**config.mk**
```make
export PLATFORM = sky130hd
export DESIGN_NAME = sd_block_arbiter_flat
export DESIGN_NICKNAME = d
export VERILOG_FILES = /design/src/rtl/sd_block_arbiter_if.sv /design/src/rtl/sd_block_arbiter.sv /design/src/flat_wrapper.sv
export SDC_FILE = /design/constraint.sdc
export NUM_CORES = 1
export LEC_CHECK = 0
export ABC_AREA = 1
export CORE_AREA = 2 2 91 93
export CTS_CLUSTER_DIAMETER = 50
export DETAILED_ROUTE_END_ITERATION = 16
export DIE_AREA = 0 0 93 95
export DONT_BUFFER_PORTS = 1
export PLACE_DENSITY = 0.7
export SYNTH_ARGS = -nofsm -noshare
export SYNTH_HDL_FRONTEND = slang
export SYNTH_SLANG_ARGS = --single-unit
```
**constraint.sdc**
```tcl
create_clock -name clk_sys -period 3.9 [get_ports clk_sys]
set_input_delay 0.78 -clock clk_sys [delete_from_list [all_inputs] [get_ports clk_sys]]
set_output_delay 0.78 -clock clk_sys [all_outputs]
set_load 0.1 [all_outputs]
```
**src/rtl/sd_block_arbiter_if.sv**
```systemverilog
// hps_io virtual-disk block channel: LBA, one-hot rd/wr strobes,
// ack and the buffer byte stream. master = arbiter, slave = hps_io.
interface sd_block_arbiter_if;
    logic [31:0] sd_lba;
    logic [3:0]  sd_rd;
    logic [3:0]  sd_wr;
    logic        sd_ack;
    logic        sd_buff_wr;
    logic [7:0]  sd_buff_din;

    modport master (
        output sd_lba, sd_rd, sd_wr, sd_buff_din,
        input  sd_ack, sd_buff_wr
    );

    modport slave (
        input  sd_lba, sd_rd, sd_wr, sd_buff_din,
        output sd_ack, sd_buff_wr
    );
endinterface

```
**src/rtl/sd_block_arbiter.sv**
```systemverilog
// Round-robin arbiter sharing one hps_io block channel between
// FDD0, FDD1, SASI and SRAM (slots 0..3).
// Ports: clk_sys, reset (async, active high); req_rd/req_wr/req_lba/
//   req_buff_din per-slot requests; buff_wr/done/err per-slot returns;
//   busy, cur_slot status; sd (master modport) toward hps_io.
// Optional: SD_BLOCK_ARBITER_TIMEOUT_EN adds an ack watchdog that
//   aborts ISSUE after TIMEOUT_CYCLES and pulses err with done.
module sd_block_arbiter #(
    parameter int          NREQ           = 4,
    parameter logic [31:0] TIMEOUT_CYCLES = 32'd50_000_000
) (
    input  logic                 clk_sys,
    input  logic                 reset,
    input  logic [NREQ-1:0]      req_rd,
    input  logic [NREQ-1:0]      req_wr,
    input  logic [32*NREQ-1:0]   req_lba,
    input  logic [8*NREQ-1:0]    req_buff_din,
    output logic [NREQ-1:0]      buff_wr,
    output logic [NREQ-1:0]      done,
    output logic [NREQ-1:0]      err,
    output logic                 busy,
    output logic [1:0]           cur_slot,
    sd_block_arbiter_if.master   sd
);

    typedef enum logic [1:0] {
        IDLE  = 2'd0,
        ISSUE = 2'd1,
        XFER  = 2'd2,
        DONE  = 2'd3
    } state_t;

    state_t          state;
    logic [1:0]      rr_ptr;
    logic            dir_rd;
    logic [NREQ-1:0] pending;
    logic            found;
    logic [1:0]      g;
    logic [3:0]      oh_g;
    logic [3:0]      oh_cur;

    assign pending = req_rd | req_wr;
    assign oh_g    = 4'b0001 << g;
    assign oh_cur  = 4'b0001 << cur_slot;
    assign busy    = (state != IDLE);

    // First pending slot after the last grant, wrapping mod 4.
    always_comb begin
        found = 1'b0;
        g     = rr_ptr;
        for (int k = 1; k <= 4; k++) begin
            if (!found && pending[rr_ptr + 2'(k)]) begin
                found = 1'b1;
                g     = rr_ptr + 2'(k);
            end
        end
    end

    // Ack may already be high when ISSUE is entered, so only XFER
    // forwards buffer strobes.
    assign buff_wr = (state == XFER && sd.sd_ack && sd.sd_buff_wr)
                   ? oh_cur : 4'b0000;

    assign sd.sd_buff_din = busy
                          ? req_buff_din[{cur_slot, 3'b000} +: 8]
                          : 8'd0;

`ifdef SD_BLOCK_ARBITER_TIMEOUT_EN
    logic [31:0] cnt;
`else
    logic unused_timeout;
    assign unused_timeout = ^TIMEOUT_CYCLES;
    assign err = '0;
`endif

    always_ff @(posedge clk_sys or posedge reset) begin
        if (reset) begin
            state     <= IDLE;
            rr_ptr    <= 2'd3;
            dir_rd    <= 1'b0;
            cur_slot  <= 2'd0;
            sd.sd_lba <= 32'd0;
            sd.sd_rd  <= 4'b0000;
            sd.sd_wr  <= 4'b0000;
            done      <= '0;
`ifdef SD_BLOCK_ARBITER_TIMEOUT_EN
            err       <= '0;
            cnt       <= 32'd0;
`endif
        end else begin
            done <= '0;
`ifdef SD_BLOCK_ARBITER_TIMEOUT_EN
            err  <= '0;
`endif
            unique case (state)
                IDLE: begin
                    if (found) begin
                        cur_slot  <= g;
                        sd.sd_lba <= req_lba[{g, 5'b00000} +: 32];
                        dir_rd    <= req_rd[g];
                        rr_ptr    <= g;
                        state     <= ISSUE;
`ifdef SD_BLOCK_ARBITER_TIMEOUT_EN
                        cnt       <= 32'd0;
`endif
                    end
                end
                ISSUE: begin
                    if (sd.sd_ack) begin
                        sd.sd_rd <= 4'b0000;
                        sd.sd_wr <= 4'b0000;
                        state    <= XFER;
`ifdef SD_BLOCK_ARBITER_TIMEOUT_EN
                    end else if (cnt == TIMEOUT_CYCLES - 32'd1) begin
                        sd.sd_rd <= 4'b0000;
                        sd.sd_wr <= 4'b0000;
                        err      <= oh_cur;
                        done     <= oh_cur;
                        state    <= DONE;
`endif
                    end else begin
                        // Strobe rises one cycle after grant.
                        sd.sd_rd <= dir_rd ? oh_cur : 4'b0000;
                        sd.sd_wr <= dir_rd ? 4'b0000 : oh_cur;
`ifdef SD_BLOCK_ARBITER_TIMEOUT_EN
                        cnt      <= cnt + 32'd1;
`endif
                    end
                end
                XFER: begin
                    if (!sd.sd_ack) begin
                        done  <= oh_cur;
                        state <= DONE;
                    end
                end
                DONE: begin
                    // Holdoff lets the requester drop its level request.
                    state <= IDLE;
                end
            endcase
        end
    end

endmodule

```
**src/flat_wrapper.sv**
```systemverilog
// flat-port wrapper written by rule: the top's interface ports become plain ports
module sd_block_arbiter_flat 
#(
    parameter int          NREQ           = 4,
    parameter logic [31:0] TIMEOUT_CYCLES = 32'd50_000_000
)
  (clk_sys, reset, req_rd, req_wr, req_lba, req_buff_din, buff_wr, done, err, busy, cur_slot, sd_sd_lba, sd_sd_rd, sd_sd_wr, sd_sd_buff_din, sd_sd_ack, sd_sd_buff_wr);
  sd_block_arbiter_if sd_i ();
  input  logic clk_sys;
  input  logic reset;
  input  logic [NREQ-1:0] req_rd;
  input  logic [NREQ-1:0] req_wr;
  input  logic [32*NREQ-1:0] req_lba;
  input  logic [8*NREQ-1:0] req_buff_din;
  output logic [NREQ-1:0] buff_wr;
  output logic [NREQ-1:0] done;
  output logic [NREQ-1:0] err;
  output logic busy;
  output logic [1:0] cur_slot;
  output wire logic [$bits(sd_i.sd_lba)-1:0] sd_sd_lba;
  output wire logic [$bits(sd_i.sd_rd)-1:0] sd_sd_rd;
  output wire logic [$bits(sd_i.sd_wr)-1:0] sd_sd_wr;
  output wire logic [$bits(sd_i.sd_buff_din)-1:0] sd_sd_buff_din;
  input wire logic [$bits(sd_i.sd_ack)-1:0] sd_sd_ack;
  input wire logic [$bits(sd_i.sd_buff_wr)-1:0] sd_sd_buff_wr;
  assign sd_sd_lba = sd_i.sd_lba;
  assign sd_sd_rd = sd_i.sd_rd;
  assign sd_sd_wr = sd_i.sd_wr;
  assign sd_sd_buff_din = sd_i.sd_buff_din;
  assign sd_i.sd_ack = sd_sd_ack;
  assign sd_i.sd_buff_wr = sd_sd_buff_wr;
  sd_block_arbiter #(.NREQ(NREQ), .TIMEOUT_CYCLES(TIMEOUT_CYCLES)) u_core (.clk_sys(clk_sys), .reset(reset), .req_rd(req_rd), .req_wr(req_wr), .req_lba(req_lba), .req_buff_din(req_buff_din), .buff_wr(buff_wr), .done(done), .err(err), .busy(busy), .cur_slot(cur_slot), .sd(sd_i));
endmodule
```
==> summary.md <==
| Metric | Value |
|---|---|
| Gr ovfl total | `0` |
| CP endpoint kind | `output pin` |
| Die ar. | `roughly 9000 um^2` |
| DRC | `0` |
| R2r startpoint | `u_core.state[0]` |
| Worst path required time | `approximately 3.1 ns` |
| Outcome | `complete, no violations` |
| Nets | `between 700 and 800` |
| Startpoint types | `register` |
| Predominant post-synthesis flop cell | `dfrtp_1` |
| H-tree Lvls | `2` |
| #FFs+latches synth | `between 50 and 60` |
| Final WL | `approximately 12000 um` |
| Cell class contributing the biggest share of worst-path delay | `buffers and inverters` |
| Final antenna diode count | `0` |
| Cts hold-fix bufs | `0` |
| Fmax | `roughly 330 MHz` |
| Post-route cell area | `approximately 4200 um^2` |
| WL/cell | `~16 um` |
| CTS resizes | `0` |
| Max-Cap Viols | `0` |
| Synth warn | `0` |
| Yosys top cell area share | `between 30% and 40%` |
| Setup CP Type | `reg -> out` |
| Final worst-path cycle share | `about 79%` |
| Post-CTS Setup Bufs | `0` |
| Via Count | `just over 4000` |
| Vias per std cell | `roughly 5.6` |
| Crit-path cells | `buf_4 > inv_1 > nor2_1 > a22oi_1 > a21oi_2 > buf_4` |
| Height of the die | `between 90 and 100 um` |
| Slowest stage delay, CP | `around 0.47 ns` |
| Most frequent cell after synthesis | `nand2_1` |
| WL met2 | `between 5000 and 6000 um` |
| HP Class | `reg -> reg` |
| Root Buffer | `clkbuf_8` |
| CP startpoint | `u_core.cur_slot[0]` |
| Row count | `33` |
| Post-route ant nets | `0` |
| Cell accounting for the most synthesized area | `dfrtp_1` |
| Post-synth ARST share | `100%` |
| Starting Density | `around half` |
| Critical path's slowest cell | `nor2_1` |
| Post-synth EDFFs | `0` |
| Metal3 WL | `843 um` |
| Port bufs | `0` |
| Setup ws final | `0.837 ns` |
| Uppermost layer routed | `met4` |
| Die Wd | `93 um` |
| Netlist cell types | `31` |
| Final setup fails | `0` |
| Final hold viol count | `0` |
| Synth-to-Final Area Change | `5.80%` |
| Cell Area, Placed | `4130 um^2` |
| Post-synthesis sequential area ratio | `around a third` |
| Crit-path most repeated cell | `buf_4` |
| Pre-CTS WS | `just under 0.9 ns` |
| DP Cell Count | `715` |
| DRT Pass-1 Iters | `5` |
| Synth top area cells | `dfrtp_1 (31%), nand2_1 (26%), nand3_1 (16%), inv_1 (3.2%), a22oi_1 (3.0%)` |
| Clk slew on worst S/H paths | `about 0.10 ns` |
| RePlAce Congestion | `0.846` |
| Cell count after synthesis | `about 630` |
| Initial DRC count | `171` |
| Post-synth top cells | `nand2_1 (280), nand3_1 (124), dfrtp_1 (49), inv_1 (34), buf_2 (23)` |
| Slew Limit Fails | `0` |
| Antenna violations before repair | `0` |
| Layout Skew | `0.00923 ns` |
| # fillers | `a little over 800` |
| RSZ-0062 raised after global routing | `false` |
| Final Non-Filler Cells | `roughly 720` |
| Relative max-transition margin | `30.8%` |
| Buffer and inverter count on the worst path | `3` |
| Global-route wire length before repair | `17900 um` |
| Critical path peak fanout | `9` |
| HP Start | `u_core.dir_rd` |
| Fin crit period | `3.06 ns` |
| Pin count of the biggest net entering global routing | `52` |
| Clk_lat worst skew | `approximately 0.30 ns` |
| Core Area | `approximately 7900 um^2` |
| WP data arrival | `between 2 and 2.5 ns` |
| Met1 WL | `4780 um` |
| CTS sink count | `51` |
| Avg Cell Area, Syn | `6.32 um^2` |
| Hpwl dp | `8940 um` |
| Clock Tree Buf Depth | `2` |
| Cts bufs inserted | `5` |
| Tot GR Track Use | `between 20% and 30%` |
| CTS tree | `built` |
| Vias in the first global route | `around 3800` |
| Reg area | `1280 um^2` |
| IO Count | `roughly 240` |
| Layout cells sized above 1 | `between 10% and 20%` |
| Area of the multi-input gates | `between 2000 and 2500 um^2` |
| Worst-Margin Slew | `~1.0 ns` |
| Post-Syn Area | `~4000 um^2` |
-- layer usage --
layer	vias to the layer above	track usage (%)
met1	1855	32.1
li1	2002	-
met2	196	43.0
met3	23	5.11
met4	0	8.33
met5	-	0
-- worst register-to-register path: cells and delay by family, from the launching register on --
kind          cells  cell delay (ns)
fa+ha+maj         1             0.52
simple gates      3             0.96
flops             1             0.41
buf+inv           4             0.93
-- cells in the final DEF, fill, tap and decap left out, types with 2 or more instances in the layout --
cell type	n
nand2_1	280
nand3_1	124
dfrtp_1	49
inv_1	33
a22oi_1	16
buf_4	16
nand3b_1	15
nor2_1	14
nand2_2	8
a21oi_2	8
o22ai_1	8
o21ai_0	6
clkbuf_8	5
conb_1	4
inv_2	3
nor3_2	3
ha_1	3
nand3_2	2
nor2_2	2
a21oi_1	2
clkinv_4	2
dfstp_2	2
buf_16	2
-- final timing paths --
kind	slack, ns	end	cells after the start
worst min register to register	0.53	u_core.dir_rd	2
min in group asynchronous	0.59	u_core.sd.sd_rd[0]	1
worst max-delay path	0.84	sd_sd_buff_din[6]	6
worst max register to register	0.96	u_core.sd.sd_lba[3]	8
max in group asynchronous	2.66	u_core.sd.sd_lba[1]	1
worst min-delay path	0.53	u_core.dir_rd	2
-- kinds of logic after synthesis --
family | synth area share [%]
other cells | 0.0939
flops | 32.0
buf+inv | 10.2
compound gates | 6.80
fa+ha+maj | 0.940
simple gates | 49.9
-- metrics by stage --
stage	hold slack [ns]	setup TNS (ns)	util, %
after floorplan	0.471	-0.392	-
after global placement	0.502	0	52.1
after detailed placement	0.506	0	52.1
after CTS	0.536	0	53.3
after global routing	0.584	0	53.3
final	0.529	0	53.3
-- state kept, by name, summed over array words and instances, names as in the netlist --
register          cells
u_core.sd.sd_rd       4
u_core.done           4
u_core.rr_ptr         2
u_core.sd.sd_wr       4
u_core.sd.sd_lba     32
u_core.cur_slot       2
u_core.dir_rd         1
u_core.state          2
-- layout make-up --
type                       instances  area share [%]
tap                              105            3.11
multi-input combinational        502            56.1
clock inverter                     3           0.681
clock buffer                       5            1.63
timing repair buffer              19            4.74
inverter                          38            3.50
sequential                        51            30.3
Power is left out: the tool's default activity adds up to more than one toggle a clock period on the data nets, which glitch-free logic cannot reach.
